$ cat src/rtl/note_sequencer_pkg.sv
// rtl/note_sequencer_pkg.sv - shared constants for the note sequencer
package note_sequencer_pkg;

  // FSM state encoding, kept as plain 3-bit constants so older code can reuse it
  typedef logic [2:0] state_t;

  localparam int     STATE_W  = 3;
  localparam state_t ST_IDLE  = 3'd0;
  localparam state_t ST_FETCH = 3'd1;
  localparam state_t ST_LOAD  = 3'd2;
  localparam state_t ST_PLAY  = 3'd3;
  localparam state_t ST_DONE  = 3'd4;

  // A ROM entry with this duration terminates the song
  localparam int END_OF_SONG_DUR = 0;

  // Note code that means silence
  localparam int REST_NOTE = 0;

endpackage

$ cat src/rtl/note_sequencer_dffr.sv
// rtl/note_sequencer_dffr.sv - resettable register used for every sequencer flop
module note_sequencer_dffr #(
  parameter int W = 1
) (
  input  logic         clk,
  input  logic         rst,
  input  logic [W-1:0] d,
  output logic [W-1:0] q
);

  // Synchronous active-high clear, otherwise capture d
  always_ff @(posedge clk) begin
    if (rst) begin
      q <= '0;
    end else begin
      q <= d;
    end
  end

endmodule

$ cat src/rtl/note_sequencer.sv
// rtl/note_sequencer.sv - walks a song ROM and plays each note for its beat count
module note_sequencer
  import note_sequencer_pkg::*;
#(
  parameter int ADDR_W = 5,
  parameter int NOTE_W = 6,
  parameter int DUR_W  = 6
) (
  input  logic              clk,
  input  logic              rst,
  input  logic              play,
  input  logic              restart,
  input  logic              beat,
  output logic [ADDR_W-1:0] rom_addr,
  input  logic [NOTE_W-1:0] rom_note,
  input  logic [DUR_W-1:0]  rom_dur,
  output logic [NOTE_W-1:0] note_out,
  output logic              new_note,
  output logic              song_done
);

  localparam logic [DUR_W-1:0]  END_DUR   = DUR_W'(END_OF_SONG_DUR);
  localparam logic [DUR_W-1:0]  DUR_ONE   = DUR_W'(1);
  localparam logic [NOTE_W-1:0] SILENCE   = NOTE_W'(REST_NOTE);
  localparam logic [ADDR_W-1:0] ADDR_LAST = {ADDR_W{1'b1}};
  localparam logic [ADDR_W-1:0] ADDR_ONE  = ADDR_W'(1);

  state_t              state;
  state_t              state_n;
  logic [ADDR_W-1:0]   addr_n;
  logic [DUR_W-1:0]    dur_cnt;
  logic [DUR_W-1:0]    dur_n;
  logic [NOTE_W-1:0]   note_n;
  logic                new_n;

  note_sequencer_dffr #(.W(STATE_W)) u_state_reg (
    .clk (clk),
    .rst (rst),
    .d   (state_n),
    .q   (state)
  );

  note_sequencer_dffr #(.W(ADDR_W)) u_addr_reg (
    .clk (clk),
    .rst (rst),
    .d   (addr_n),
    .q   (rom_addr)
  );

  note_sequencer_dffr #(.W(DUR_W)) u_dur_reg (
    .clk (clk),
    .rst (rst),
    .d   (dur_n),
    .q   (dur_cnt)
  );

  note_sequencer_dffr #(.W(NOTE_W)) u_note_reg (
    .clk (clk),
    .rst (rst),
    .d   (note_n),
    .q   (note_out)
  );

  note_sequencer_dffr #(.W(1)) u_new_reg (
    .clk (clk),
    .rst (rst),
    .d   (new_n),
    .q   (new_note)
  );

  assign song_done = (state == ST_DONE);

  // Next-state logic: restart rewinds first, then the FSM walks the song
  always_comb begin
    state_n = state;
    addr_n  = rom_addr;
    dur_n   = dur_cnt;
    note_n  = note_out;
    new_n   = 1'b0;

    if (restart) begin
      state_n = ST_IDLE;
      addr_n  = '0;
      dur_n   = '0;
      note_n  = SILENCE;
    end else begin
      case (state)
        ST_IDLE: begin
          if (play) begin
            state_n = ST_FETCH;
          end
        end

        // One idle cycle so the synchronous ROM can present the addressed entry
        ST_FETCH: begin
          state_n = ST_LOAD;
        end

        ST_LOAD: begin
          if (rom_dur == END_DUR) begin
            state_n = ST_DONE;
            note_n  = SILENCE;
          end else begin
            state_n = ST_PLAY;
            note_n  = rom_note;
            dur_n   = rom_dur;
            new_n   = 1'b1;
          end
        end

        // Only beats seen while playing count; a pause simply holds everything
        ST_PLAY: begin
          if (beat && play) begin
            if (dur_cnt <= DUR_ONE) begin
              if (rom_addr == ADDR_LAST) begin
                state_n = ST_DONE;
                note_n  = SILENCE;
              end else begin
                state_n = ST_FETCH;
                addr_n  = rom_addr + ADDR_ONE;
              end
            end else begin
              dur_n = dur_cnt - DUR_ONE;
            end
          end
        end

        ST_DONE: begin
          note_n = SILENCE;
        end

        default: begin
          state_n = ST_IDLE;
          addr_n  = '0;
          dur_n   = '0;
          note_n  = SILENCE;
        end
      endcase
    end
  end

endmodule

$ cat config.mk
export PLATFORM = sky130hd
export DESIGN_NAME = note_sequencer
export DESIGN_NICKNAME = d
export VERILOG_FILES = /design/src/rtl/note_sequencer_pkg.sv /design/src/rtl/note_sequencer_dffr.sv /design/src/rtl/note_sequencer.sv
export SDC_FILE = /design/constraint.sdc
export NUM_CORES = 1
export LEC_CHECK = 0
export CORE_MARGIN = 4
export CORE_UTILIZATION = 50
export CTS_BUF_LIST = sky130_fd_sc_hd__clkbuf_16
export DETAILED_ROUTE_END_ITERATION = 8
export PLACE_DENSITY = 0.77
export SLEW_MARGIN = 20
export SYNTH_ARGS = -nofsm -noshare
export SYNTH_HDL_FRONTEND = slang
export SYNTH_SLANG_ARGS = --single-unit
$ cat constraint.sdc
create_clock -name clk -period 3.4 [get_ports clk]
set_clock_uncertainty 0.15 [all_clocks]
set_input_delay 0.68 -clock clk [delete_from_list [all_inputs] [get_ports clk]]
set_output_delay 0.68 -clock clk [all_outputs]
set_load 0.02 [all_outputs]
Word level (Yosys, flattened, before mapping)
Index checks and enable logic that the tools add are counted.
Widths: inputs -> output; s select.

operators by class
  add/sub/neg operators = 2
  magnitude comparators = 1
  equal/unequal tests = 12
  multiplexer cells = 20
  bitwise logic cells = 5
  reductions and logical operators = 12

operators by type and width
  cell                 count
  $mux 6               7
  $pmux 6 s3           2
  $reduce_and 4->1     4
  $mux 3               5
  $mux 5               3
  $pmux 3 s5           1
  $ne 2x2->1 const B   7
  $pmux 5 s2           1
  $eq 3x2->1 const B   2
  $le 6x1->1 const B   1
  $logic_not 6->1      1
  $reduce_or 3->1      2
  $sub 6x1->6 const B  1
  $add 5x1->5 const B  1
  $eq 5x5->1 const B   1
  $not 1->1            5
  $reduce_or 2->1      2
  $reduce_or 4->1      1
  $eq 3x1->1 const B   1
  $eq 3x3->1 const B   1
  $logic_not 3->1      1
  $logic_and 1x1->1    1
  $mux 1               1

storage, ports and cells
  register bits = 21
  input port bits = 17
  word-level logic and storage cells = 57

Depth between registers and ports, before layout
Gate-level depths: netlist (run 1).

  depth after elaboration = 5
  mapped depth = 8
  depth with buffers taken out = 7

Modules after synthesis
From an unflattened synthesis (run 1), not the netlist that was laid out.

second synthesis, totals
  cell total of the unflattened synthesis = 148
  area total of the unflattened synthesis = 1,320.0 sq um

modules (own cells, without submodules)
  module                                instances  cells an instance  area an instance (sq um)
  note_sequencer                        1          106                760.7
  note_sequencer_dffr at u_dur_reg ...  2          12                 157.7
  note_sequencer_dffr at u_addr_reg     1          10                 131.4
  note_sequencer_dffr at u_state_reg    1          6                  78.8
  note_sequencer_dffr at u_new_reg      1          2                  33.8

Least setup slack after synthesis (run 1)
OpenSTA, ideal clock, no wires.

  path kind = register -> register
  start point = register u_addr_reg.q[0]
  end point = register u_addr_reg.q[2]
  arrival = 2.100 ns
  data required time = 3.190 ns
  slack = 1.090 ns
  stages on the path, launching flop included = 9
  clock period less this slack = 2.310 ns
  cell sequence = dfxtp_1 -> ha_1 -> and3_1 -> ha_1 -> nand2b_1 -> or4_4 -> buf_6 -> a2111o_1 -> nand2_1

on the way
  word-level cells in the longest chain between the ends = 5
  elaborated cells between the ends (all ways) = 8
  classes of those cells = add/sub: 1; eq/ne: 2; mux: 4; reduce/logical: 1

ends and longest elaborated chain
  element                 line                       text
  start, declared         note_sequencer_dffr.sv:8   output logic [W-1:0] q
  start signal, assigned  note_sequencer_dffr.sv:14  q <= '0;
  start signal, assigned  note_sequencer_dffr.sv:16  q <= d;
  $add 5x1->5             note_sequencer.sv:120      addr_n = rom_addr + ADDR_ONE;
  $mux 5                  note_sequencer.sv:115      if (rom_addr == ADDR_LAST) begin
  $mux 5                  note_sequencer.sv:114      if (dur_cnt <= DUR_ONE) begin
  $mux 5                  note_sequencer.sv:113      if (beat && play) begin
  $pmux 5 s2              note_sequencer.sv:87       case (state)

Several ways; a longest one is shown, not always the timed one. The select of a mux whose other input is x is not followed.
A chain may end at the register's enable or synchronous reset.

Final worst setup path (run 1)
  start point = register u_state_reg.q[2]
  end point = output song_done

on the way
  word-level cells in the longest chain between the ends = 1

ends and longest elaborated chain
  element                 line                       text
  start, declared         note_sequencer_dffr.sv:8
  start signal, assigned  note_sequencer_dffr.sv:14
  start signal, assigned  note_sequencer_dffr.sv:16
  $eq 3x3->1              note_sequencer.sv:71       assign song_done = (state == ST_DONE);
  end, declared           note_sequencer.sv:19       output logic song_done

Every way passes these cells.

==> flow_metrics.py, run 1 <==
metrics = {
    "worst_setup_path": {
        "crit_fanout": 8,
        "crit_required_ns": 2.57,
        "critPathArrivalTime_ns": 1.62,
        "worst_r2r_path_depth": 7,
        "crit_type": "reg2out",
        "startpoint_type": "flip-flop",
        "ff2ff_setup_slack_ns": 1.10,
        "worstSetupStartpoint": "u_state_reg.q[2]$_SDFFE_PP0P_",
        "r2r-end": "u_addr_reg.q[2]$_SDFFE_PP0P_",
        "crit-reg2reg-launch": "u_addr_reg.q[0]$_SDFFE_PP0P_",
        "cp-end-kind": "output port",
    },
    "floorplanning": {
        "die_x_um": 56.6,
        "core_mm2": 0.00223,
        "die_h_um": 56.6,
        "rows": 17,
        "ios": 30,
        "die_area_mm2": 0.00320,
        "start_util_pct": 52.9,
    },
    "grt": {
        "overflow": 0,
        "grt_pass1_vias": 1149,
        "grt_antenna_before_repair": 0,
        "grt_use_total_pct": 20.0,
        "grt_max_degree": 15,
        "grt_pass1_wl_um": 5090,
    },
    "synthesis": {
        "synth-async-reset-ratio_pct": 0,
        "synth_top_area_cell": "dfxtp_1",
        "synth_edf_count": 0,
        "syn-instance-count": 135,
        "synth_nets": 156,
        "synth_area_leaders": "dfxtp_1, a22o_1, nand2_1",
        "yosysTopAreaCellShare_pct": 35.6,
        "yosysSeqAreaShare_pct": 35.6,
        "syn_area_per_cell_um2": 8.75,
        "ys.flop_type": "dfxtp_1",
        "yosys_warnings": 0,
        "netlist_area_mm2": 0.00118,
        "synth-seq-cells": 21,
        "synth_cell_types": 41,
    },
    "clock_network": {
        "cts_tree": "yes",
        "clockRootBuffer": "clkbuf_16",
        "cts_max_path_buffers": 2,
        "cts_setup_buffers": 0,
        "clkTransAtPathRegs_ns": 0.06,
        "htree_num_levels": 1,
        "clock-sinks": 21,
        "hold_buffers": 0,
        "cts_buffers": 3,
        "insertion_delay_ns": 0.25,
        "post_cts_resized": 0,
    },
    "worst_hold_path": {
        "min-delay-start": "u_note_reg.q[4]$_SDFFE_PP0P_",
        "holdCritPathClass": "reg2reg",
        "min_to": "u_note_reg.q[4]$_SDFFE_PP0P_",
        "hold_depth": 1,
    },
    "power": {
        "p_seq_share_pct": 45.8,
        "peakVddDrop_mv": 0.316,
        "leakagePower_uw": 0.000599,
        "p_int_uw": 431,
        "combPwrFrac_pct": 8.5,
        "p_sw_share_pct": 21.0,
        "p_sw_uw": 115,
        "cellPowerDensity_mw_per_mm2": 349,
        "p_clk_share_pct": 45.7,
    },
    "detailed_routing": {
        "drc_errors": 0,
        "drt_iter0_drc": 40,
        "via_count": 1159,
        "antenna_left": 0,
        "dr.pass1.iters": 4,
        "wl_um": 3070,
        "detail_route.vias_per_cell": 6.07,
        "avgRoutedWirePerCell_um": 16.1,
    },
    "placed_design": {
        "hpwl_um": 2250,
        "io_buffers": 29,
        "gp_congestion": 0.927,
        "place_inst": 187,
    },
    "run": {
        "maxCapViolations": 0,
    },
    "timing": {
        "final-setup-viol-count": 0,
        "final_hold_viol_count": 0,
        "rsz0062_at_grt": "no",
        "fin_tns_setup_ns": 0,
        "max_slew_margin_pct": 53.7,
        "post-route-period-util_pct": 72.1,
        "drv_slew": 0,
        "fin_crit_ns": 2.45,
        "worst_pin_slew_ns": 0.689,
        "max_freq_mhz": 408,
        "whs_ns": 0.323,
    },
    "cells_and_area": {
        "final_net_count": 185,
        "area_growth_pct": 32.1,
        "finalNonFillerCells": 191,
        "diodes": 0,
        "final_util_pct": 69.9,
        "drive_above_1_share_pct": 9.82,
    },
    "status": {
        "outcome": "finished, final reports clean",
    },
}
[cell type report]
type	count	area [um^2]
inverters	7	26.3
flip-flops and latches	21	420
clock inverters	1	5.00
repair buffers	31	305
clock buffers	3	75.1
multi-input cells	100	693
fillers	193	673
well taps	28	35.0
[synth_stat cells (3+ instances only)]
cell,n
dfxtp_1,21
nand2_1,16
a22o_1,9
nor2_1,8
a21oi_1,7
inv_1,7
nand3_1,6
o21ai_0,6
clkbuf_1,5
ha_1,4
mux2i_1,4
a32o_1,3
[metal layers]
metal	vias to the layer above	routed length (um)	share of wire, %	track usage [%]
met3	5	177	5.8	3.91
met2	39	1460	47	31.8
met4	0	59	1.9	9.15
met5	-	0	0	0
met1	547	1380	45	25.7
li1	568	-	-	-
[flip-flops by register name (all words and copies together) (netlist names)]
register / cells
u_note_reg.q: 6
u_dur_reg.q: 6
u_new_reg.q: 1
u_addr_reg.q: 5
u_state_reg.q: 3
[cell families (layout without fill, tap and decap cells)]
kind of cell / count (synthesis) / after routing / share of synthesized area (%)
multiplexers: 4 / 4 / 3.39
AO/OA/AOI/OAI: 45 / 45 / 30.0
adder cells (fa/ha/maj): 4 / 4 / 4.24
buffers and inverters: 14 / 42 / 5.72
flip-flops: 21 / 21 / 35.6
AND/OR/NAND/NOR: 47 / 47 / 21.1
[worst max-delay path: stages (launching register included)]
cell	delay [ns]
dfxtp_1	0.44
inv_1	0.14
nor3_1	0.15
clkdlybuf4s50_1	0.63
[power by group through the flow]
stage	registers, uW	clock network, uW	logic, uW
after detailed placement	255	0	45.2
after global routing	250	268	49.6
after CTS	250	254	45.5
final	250	249	46.1
after floorplan	254	0	19.6
after global placement	255	0	44.2
[worst max-delay path by stage]
| stage | depth (start not counted) | slack (ns) | endpoint |
|---|---|---|---|
| CTS | 3 | 0.98 | song_done |
| floorplan | 8 | 1.09 | u_addr_reg.q[2]$_SDFFE_PP0P_ |
| global placement | 5 | 0.83 | u_addr_reg.q[3]$_SDFFE_PP0P_ |
| detailed placement | 5 | 0.79 | u_addr_reg.q[2]$_SDFFE_PP0P_ |
| finish | 3 | 0.95 | song_done |
| global route | 5 | 0.85 | u_dur_reg.q[0]$_SDFFE_PP0P_ |
[stage by stage]
step           power [uW]  worst slack [ns]  cell area [um^2]
6_report              545             0.947              1560
3_3_place_gp          299             0.825              1480
4_1_cts               549             0.975              1560
2_1_floorplan         274              1.09              1180
3_5_place_dp          300             0.789              1480
5_1_grt               567             0.853              1560
[placed cells by master (no fill, tap or decap), drive strengths merged, types with 3 or more instances in the layout]
cell and instances:
clkbuf 3, a22o 9, ha 4, o21ai 6, dfxtp 21, a21oi 7, nand3 6, inv 7
nor2 8, or4 3, clkdlybuf4s50 29, mux2i 4, nand2 16, a32o 3
Power figures use the tool's default switching activity.
==> run 2, diff against run 1 <==
--- a/config.mk
+++ b/config.mk
@@ -5,11 +5,12 @@
 export SDC_FILE = /design/constraint.sdc
 export NUM_CORES = 1
 export LEC_CHECK = 0
+export CORE_ASPECT_RATIO = 2
 export CORE_MARGIN = 4
-export CORE_UTILIZATION = 50
+export CORE_UTILIZATION = 43
 export CTS_BUF_LIST = sky130_fd_sc_hd__clkbuf_16
 export DETAILED_ROUTE_END_ITERATION = 8
-export PLACE_DENSITY = 0.77
+export PLACE_DENSITY = 0.7
 export SLEW_MARGIN = 20
 export SYNTH_ARGS = -nofsm -noshare
 export SYNTH_HDL_FRONTEND = slang
==> constraint.sdc (replaced) <==
create_clock -name clk -period 2 [get_ports clk]
set_clock_uncertainty 0.15 [all_clocks]
set_input_delay 0.4 -clock clk [delete_from_list [all_inputs] [get_ports clk]]
set_output_delay 0.4 -clock clk [all_outputs]
set_load 0.02 [all_outputs]
==> run 2 against run 1 <==
The run now ends with setup timing left. Global-route usage grew 2.9 points. Routed wire length grew 23%. Non-clock buffer count grew 29. Die area grew 15%. Worst hold slack gained 0.0034 ns. Design area grew 19%.
==> flow_metrics.py, run 2 (synthesis gave the netlist of run 1 again) <==
metrics = {
    "clock_network": {
        "cts_max_path_buffers": 2,
        "cts_tree": "yes",
        "clock-sinks": 21,
        "clkTransAtPathRegs_ns": 0.05,
        "htree_num_levels": 1,
        "clockRootBuffer": "clkbuf_16",
        "insertion_delay_ns": 0.25,
        "cts_buffers": 3,
    },
    "worst_setup_path": {
        "max_stage_delay_ns": 0.58,
        "worst_path_max_delay_cell": "or4_4",
        "cp.buffers_inverters": 0,
        "crit_top_cell": "or4_4",
        "crit_fanout": 6,
        "crit_type": "reg2reg",
        "critPathArrivalTime_ns": 2.16,
        "worstPathCellList": "or4_4 -> or4_4 -> a211o_1 -> a21oi_1",
        "cp-end-kind": "flip-flop",
        "path_delay_family": "simple AND/OR/NAND/NOR gates",
        "startpoint_type": "flip-flop",
        "crit_required_ns": 2.02,
    },
    "detailed_routing": {
        "avgRoutedWirePerCell_um": 17.1,
        "wl_um": 3790,
        "via_count": 1353,
        "dr.pass1.iters": 4,
        "detail_route.vias_per_cell": 6.12,
        "drt_iter0_drc": 32,
        "antenna_left": 0,
        "drc_errors": 0,
    },
    "placed_design": {
        "hpwl_um": 2940,
        "post-place-ws_ns": -0.293,
        "gp_congestion": 0.828,
        "io_buffers": 29,
    },
    "cells_and_area": {
        "n_fill_cell": 229,
        "layout_commonest_cell": "buf_4",
        "drive_above_1_share_pct": 30.1,
        "multi_input_area_um2": 772,
        "diodes": 0,
        "final_cell_mix": "buf_4, clkdlybuf4s50_1, dfxtp_1",
        "regArea_um2": 428,
        "area_growth_pct": 57.6,
        "top_regs": "u_dur_reg.q: 6 flops, u_note_reg.q: 6 flops, u_addr_reg.q: 5 flops",
        "final_net_count": 215,
    },
    "timing": {
        "max_slew_margin_pct": 69.1,
        "final-setup-viol-count": 5,
        "rsz0062_at_grt": "yes",
        "worst_pin_slew_ns": 0.458,
        "whs_ns": 0.327,
        "post-route-period-util_pct": 107,
        "final_hold_viol_count": 0,
        "fin_crit_ns": 2.13,
        "fin_ws_ns": -0.134,
        "max_freq_mhz": 469,
        "drv_slew": 0,
    },
    "grt": {
        "grt_antenna_before_repair": 0,
        "grt_pass1_wl_um": 6380,
        "grt_max_degree": 14,
        "overflow": 0,
        "grt_use_total_pct": 22.9,
        "grt_pass1_vias": 1430,
    },
    "run": {
        "maxCapViolations": 0,
    },
    "status": {
        "failed_checks": "setup timing",
        "outcome": "finished, violations left",
    },
    "floorplanning": {
        "die_x_um": 45.1,
        "start_util_pct": 45.4,
        "die_area_mm2": 0.00370,
        "die_h_um": 82.1,
        "core_mm2": 0.00260,
        "rows": 26,
        "ios": 30,
    },
    "worst_hold_path": {
        "holdCritPathClass": "reg2reg",
    },
    "power": {
        "cellPowerDensity_mw_per_mm2": 500,
        "peakVddDrop_mv": 0.472,
        "leakagePower_uw": 0.000748,
    },
}
run 2: through the flow:
stage / TNS [ns] / total power [uW] / std cells / utilization, % / area, um^2
final: -0.465 / 931 / 221 / 71.5 / 1860
after floorplan: -0.830 / 464 / 135 / - / 1230
after detailed placement: -3.35 / 525 / 216 / 67.0 / 1740
after CTS: -0.332 / 936 / 221 / 70.8 / 1840
after global placement: -3.02 / 523 / 216 / 67.0 / 1740
after global routing: -0.953 / 967 / 221 / 71.5 / 1860
run 2: area by class of cell:
class | instances | area share [%]
Sequential cell | 21 | 23.0
Inverter | 7 | 1.41
Multi-Input combinational cell | 101 | 41.5
Timing Repair Buffer | 60 | 28.0
Tap cell | 28 | 1.88
Clock inverter | 1 | 0.202
Clock buffer | 3 | 4.03
run 2: report_power, final:
group | switching [uW] | internal (uW)
combinational | 42.4 | 56.2
clock | 144 | 266
sequential | 4.55 | 418
total | 191 | 740
run 2: path summary, 6_finish.rpt:
check / startpoint / endpoint / slack [ns] / cells past startpoint
hold reg to reg: u_note_reg.q[4]$_SDFFE_PP0P_ / u_note_reg.q[4]$_SDFFE_PP0P_ / 0.33 / 1
hold / removal: u_note_reg.q[4]$_SDFFE_PP0P_ / u_note_reg.q[4]$_SDFFE_PP0P_ / 0.33 / 1
setup reg to reg: u_dur_reg.q[5]$_SDFFE_PP0P_ / u_addr_reg.q[0]$_SDFFE_PP0P_ / -0.13 / 4
setup / recovery: u_dur_reg.q[5]$_SDFFE_PP0P_ / u_addr_reg.q[0]$_SDFFE_PP0P_ / -0.13 / 4
run 2: timing repair:
action | in CTS | in global routing
buffers inserted | 0 | 0
hold buffers | 0 | 0
gates cloned | 1 | 0
pin swaps | 3 | 4
gates resized for setup | 6 | 4
setup endpoints to repair | 13 | 14
run 2: worst register-to-register path, delay by kind of cell (launching register included):
kind / cells / cell delay, ns
flops: 1 / 0.31
compound gates: 2 / 0.43
simple gates: 2 / 1.17
run 2: routing by layer:
metal | vias to the layer above | GRT usage (%) | wire length [um]
li1 | 634 | - | -
met1 | 638 | 22.5 | 1300
met2 | 67 | 44.9 | 2140
met3 | 14 | 3.25 | 237
met4 | 0 | 9.09 | 106
met5 | - | 0 | 0
